==> src/rtl/mem_access_stage.sv <==
// Memory access stage: turns the execute unit's memory request into a data-bus
// valid/ready transaction and returns the extended load result or access fault.
module mem_access_stage #(
    parameter int unsigned TIMEOUT_CYCLES = 256,
    parameter int unsigned CNT_W          = 9
) (
    input  logic        clk,
    input  logic        rst,
    input  logic        flush,
    input  logic        req_load,
    input  logic        req_store,
    input  logic [31:0] req_addr,
    input  logic [3:0]  req_mask,
    input  logic [31:0] req_wdata,
    input  logic [1:0]  req_size,
    input  logic        req_unsigned,
    output logic        bus_req,
    output logic        bus_we,
    output logic [31:0] bus_addr,
    output logic [3:0]  bus_be,
    output logic [31:0] bus_wdata,
    input  logic        bus_gnt,
    input  logic        bus_rvalid,
    input  logic [31:0] bus_rdata,
    input  logic        bus_err,
    output logic        busy,
    output logic        resp_valid,
    output logic [31:0] load_data,
    output logic        load_fault,
    output logic        store_fault
);

    typedef enum logic [2:0] {IDLE, REQ, WAIT, DONE, DRAIN} state_t;

    state_t            state, state_nxt;
    logic              accept;
    logic              tmo;
    logic [CNT_W-1:0]  cnt;

    logic              lat_load;
    logic [31:0]       lat_addr;
    logic [3:0]        lat_mask;
    logic [31:0]       lat_wdata;
    logic [1:0]        lat_size;
    logic              lat_uns;

    logic [31:0]       rsp_data;
    logic              rsp_fault;

    logic [7:0]        byte_sel;
    logic [15:0]       half_sel;
    logic [31:0]       ext_data;

    always_comb begin
        accept = !rst && (state == IDLE) && (req_load || req_store) && !flush;
        tmo    = (TIMEOUT_CYCLES != 0) && (cnt == CNT_W'(TIMEOUT_CYCLES - 1));
    end

    // flush wins over a same-cycle rvalid/timeout in WAIT; that response is
    // the one a drain would have waited for, so skip DRAIN entirely.
    always_comb begin
        state_nxt = state;
        case (state)
            IDLE:  if (accept) state_nxt = REQ;
            REQ: begin
                if (flush)        state_nxt = bus_gnt ? DRAIN : IDLE;
                else if (bus_gnt) state_nxt = WAIT;
            end
            WAIT: begin
                if (flush)                    state_nxt = (bus_rvalid || tmo) ? IDLE : DRAIN;
                else if (bus_rvalid || tmo)   state_nxt = DONE;
            end
            DONE:  state_nxt = IDLE;
            DRAIN: if (bus_rvalid || tmo) state_nxt = IDLE;
            default: state_nxt = IDLE;
        endcase
    end

    always_ff @(posedge clk) begin
        if (rst) begin
            state     <= IDLE;
            cnt       <= '0;
            lat_load  <= 1'b0;
            lat_addr  <= '0;
            lat_mask  <= '0;
            lat_wdata <= '0;
            lat_size  <= '0;
            lat_uns   <= 1'b0;
            rsp_data  <= '0;
            rsp_fault <= 1'b0;
        end else begin
            state <= state_nxt;
            if (accept) begin
                lat_load  <= req_load;
                lat_addr  <= req_addr;
                lat_mask  <= req_mask;
                lat_wdata <= req_wdata;
                lat_size  <= req_size;
                lat_uns   <= req_unsigned;
            end
            // DRAIN keeps counting from WAIT so a lost response still times out
            if (state == REQ && bus_gnt)
                cnt <= '0;
            else if (state == WAIT || state == DRAIN)
                cnt <= cnt + 1'b1;
            if (state == WAIT && !flush) begin
                if (bus_rvalid) begin
                    rsp_data  <= bus_rdata;
                    rsp_fault <= bus_err;
                end else if (tmo) begin
                    rsp_data  <= '0;
                    rsp_fault <= 1'b1;
                end
            end
        end
    end

    always_comb begin
        byte_sel = 8'(rsp_data >> {lat_addr[1:0], 3'b000});
        half_sel = lat_addr[1] ? rsp_data[31:16] : rsp_data[15:0];
        case (lat_size)
            2'd0:    ext_data = {{24{~lat_uns & byte_sel[7]}}, byte_sel};
            2'd1:    ext_data = {{16{~lat_uns & half_sel[15]}}, half_sel};
            default: ext_data = rsp_data;
        endcase
    end

    always_comb begin
        bus_req     = (state == REQ);
        bus_we      = bus_req & ~lat_load;
        bus_addr    = bus_req ? {lat_addr[31:2], 2'b00} : '0;
        bus_be      = bus_req ? lat_mask : '0;
        bus_wdata   = bus_req ? lat_wdata : '0;
        busy        = (state inside {REQ, WAIT, DRAIN}) || accept;
        resp_valid  = (state == DONE);
        load_fault  = resp_valid & rsp_fault & lat_load;
        store_fault = resp_valid & rsp_fault & ~lat_load;
        load_data   = (resp_valid && lat_load && !rsp_fault) ? ext_data : '0;
    end

endmodule

==> config.mk <==
export PLATFORM = sky130hd
export DESIGN_NAME = mem_access_stage
export DESIGN_NICKNAME = d
export VERILOG_FILES = /design/src/rtl/mem_access_stage.sv
export SDC_FILE = /design/constraint.sdc
export NUM_CORES = 1
export LEC_CHECK = 0
export CAP_MARGIN = 0
export CORE_ASPECT_RATIO = 1.2
export CORE_UTILIZATION = 30
export CTS_CLUSTER_DIAMETER = 30
export DETAILED_ROUTE_END_ITERATION = 12
export GPL_TIMING_DRIVEN = 0
export SLEW_MARGIN = 5
export SYNTH_ARGS = -nofsm -noshare
export SYNTH_HDL_FRONTEND = slang
export SYNTH_SLANG_ARGS = --single-unit
==> constraint.sdc <==
create_clock -name clk -period 3.13 [get_ports clk]
set_input_delay 0.4695 -clock clk [delete_from_list [all_inputs] [get_ports clk]]
set_output_delay 0.4695 -clock clk [all_outputs]
set_load 0.01 [all_outputs]
==> metrics.md <==
| Metric | Value |
|---|---|
| Status | `finished clean` |
| Post-DR wirelength/cell | `around 16 um` |
| Crit share post-route | `0.958` |
| FF/Latch Area | `approximately 0.0023 sq mm` |
| Async SR Flop Fraction | `0` |
| Number of global-route vias before repair | `around 5,500` |
| Top-count cell post-synth | `nand2_1` |
| Final RePlAce weighted congestion | `0.901` |
| Final hold vios | `0` |
| Synth-to-layout area growth | `55.1%` |
| Worst Setup SP | `lat_addr[1]` |
| Seq/Total Area, Yosys | `0.424` |
| Initial DRT Pass Iterations | `5` |
| Die width | `126 um` |
| Clock Sinks | `117` |
| Yosys reg bits | `~120` |
| Iter 0 DRT Violations | `449` |
| Worst-path clk slew | `0.06 ns` |
| Number of antenna diodes | `0` |
| Hold Path Class | `reg2reg` |
| Setup TNS | `0 ns` |
| Core region area | `roughly 0.018 sq mm` |
| Final Setup Violations | `0` |
| CTS buffer count | `17` |
| GRT overflow | `0` |
| Post-synth EDFFs | `0` |
| Fraction of layout cells with a size suffix above 1 | `0.0655` |
| Mean Syn Cell Area | `approximately 7.9 sq um` |
| Cell Area, Synth | `0.00553 sq mm` |
| Final wirelength | `about 19,000 um` |
| Initial cell density of the core | `0.305` |
| Die area | `between 0.015 and 0.02 sq mm` |
| Post-synth cell types | `between 40 and 50` |
| Max-Cap Viols | `0` |
| Reg2reg setup slack | `~0.96 ns` |
| Max IR drop VDD | `0.000358 V` |
| Antenna violations before repair | `0` |
| Place WS | `roughly 0.32 ns` |
| # rows | `54` |
| Leak | `approximately 3.4 nW` |
| Cell Count, Final, Fillers Out | `around 1,200` |
| Crit Path Category | `reg2out` |
| Reg-to-reg critical path startpoint | `cnt[0]` |
| Slew Limit Headroom | `0.402` |
| Commonest cells in the netlist | `154 x nand2_1, 117 x dfxtp_1, 76 x nor2_1, 71 x nand3b_1, 67 x and2_1` |
| DP Area | `between 0.007 and 0.008 sq mm` |
| Die height | `151 um` |
| DRC viols | `0` |
| Port bufs | `214` |
| Worst setup path endpoint | `load_data[11]` |
| Crit Path Max Fanout | `9` |
| # placed instances | `1,141` |
| Most used DFF post-synth | `dfxtp_1` |
| Ports | `around 220` |
| Via/cell ratio | `between 4 and 5` |
| Worst-skew pair later-pin latency | `between 0.4 and 0.5 ns` |
| Crit end category | `primary output` |
| Filler Cells Inserted | `about 1,800` |
| Worst R2R End | `rsp_data[10]` |
| Final WS setup | `0.131 ns` |
| Routed Antenna Nets | `0` |
| GR Util All Layers | `0.202` |
| Fmax | `about 330 MHz` |
| Final Skew | `between 0.008 and 0.009 ns` |
| CTS tree | `done` |
| Max-slew violations | `0` |
| # hold bufs at CTS | `0` |
| Pwr dens | `approximately 500 mW/mm^2` |
| Worst path required time | `2.66 ns` |
| Arrival time at the worst endpoint | `~2.5 ns` |
| CP Launch Type | `flop` |
| CTS HTree Levels | `4` |
| Root buf cell | `clkbuf_16` |
| Area contributors post-synth | `dfxtp_1 42%, nand2_1 10%, nand3b_1 9.6%, and2_1 7.6%, nor2_1 5.2%` |
| Worst Tran Pin Value | `about 0.89 ns` |
| Cell taking the most area after synthesis | `dfxtp_1` |
| Synth top area share | `0.424` |
| RSZ-0062 raised after global routing | `yes` |
| Final Instance Area | `between 0.008 and 0.009 sq mm` |
| Synthesis warning total | `0` |
| Clock Path Buffers | `2` |
| Via count | `about 5,700` |
| Global-route wire length before repair | `~30,000 um` |
| Multi-input logic area | `around 0.0029 sq mm` |
| Crit path time final | `3.00 ns` |
| HPWL after DPL | `~14,000 um` |
| Gate Count Post-Synth | `between 700 and 800` |
| Largest net degree at the start of global routing | `17` |
| Reg2Reg Depth | `8` |
| NumNets Final | `about 1,000` |
## power breakdown
group          leakage [nW]  internal (mW)  switching [mW]
registers             0.954           1.57          0.0414
clock network         0.294           1.36           0.684
logic                  2.13          0.266           0.252
total                  3.38           3.19           0.977
## critical path, cell delays in order, from the launching register on
cell and delay [ns]:
dfxtp_1 0.30, buf_2 0.20, mux2i_1 0.12, nor4_1 0.32
nor2_1 0.23, a221oi_1 0.36, clkdlybuf4s50_1 0.60
## layer usage
| metal | GRT usage | wire [um] |
|---|---|---|
| met5 | 0 | 0 |
| met4 | 0.0639 | 246 |
| met3 | 0.0743 | 1650 |
| met2 | 0.336 | 8880 |
| met1 | 0.241 | 8110 |
## cell type report
cell class | instances | share of cell area
buffer | 57 | 0.0309
clock buffer | 20 | 0.0533
clock inverter | 9 | 0.0180
inverter | 15 | 0.00657
multi-input combinational | 514 | 0.335
sequential | 117 | 0.273
tap | 224 | 0.0327
timing repair buffer | 214 | 0.250
## logic make-up (layout without fill, tap and decap cells)
| family | Yosys count | after routing | synth area share |
|---|---|---|---|
| xor gates and xnor gates | 7 | 7 | 0.0111 |
| muxes | 3 | 3 | 0.00543 |
| AOI/OAI and AO/OA | 106 | 106 | 0.133 |
| adders and majority gates | 3 | 3 | 0.00634 |
| and+or+nand+nor | 393 | 393 | 0.363 |
| other | 1 | 2 | 0.000679 |
| buffers and inverters | 72 | 315 | 0.0573 |
| DFF | 117 | 117 | 0.424 |
## stage by stage
step	utilization	hold WS (ns)	power, mW
2_1_floorplan	-	0.445	1.88
3_3_place_gp	0.439	0.456	2.16
6_report	0.473	0.468	4.17
4_1_cts	0.473	0.470	4.23
5_1_grt	0.473	0.482	4.36
3_5_place_dp	0.439	0.458	2.16
## registers in the layout, summed over array words and instances, names as in the netlist
register	flops
lat_addr	32
lat_wdata	32
rsp_data	32
cnt	9
lat_mask	4
state	3
lat_size	2
lat_load	1
lat_uns	1
rsp_fault	1
## how the worst min path moves through the flow
stage	startpoint	endpoint	slack (ns)	cells past startpoint
finish	lat_addr[11]	lat_addr[11]	0.47	2
global route	lat_addr[30]	lat_addr[30]	0.48	2
CTS	lat_wdata[25]	lat_wdata[25]	0.47	2
detailed placement	lat_addr[13]	lat_addr[13]	0.46	2
global placement	lat_wdata[25]	lat_wdata[25]	0.46	2
floorplan	lat_addr[10]	lat_addr[10]	0.44	2
## cell usage in the layout, fill, tap and decap left out, types with 11 or more instances in the layout
master and count:
a21oi_1 33, a22oi_1 32, and2_1 67, buf_2 15, clkbuf_1 32, clkbuf_16 17, clkdlybuf4s50_1 214, dfxtp_1 116
inv_1 15, nand2_1 154, nand3b_1 71, nor2_1 76, o21ai_0 11
## timing repair
item | CTS | global route
endpoints found under the setup margin | 20 | 30
endpoints found under the hold margin | 0 | 0
gates resized for setup | 3 | 2
gates cloned | 0 | 0
buffers inserted | 0 | 0
Power figures use the tool's default switching activity.
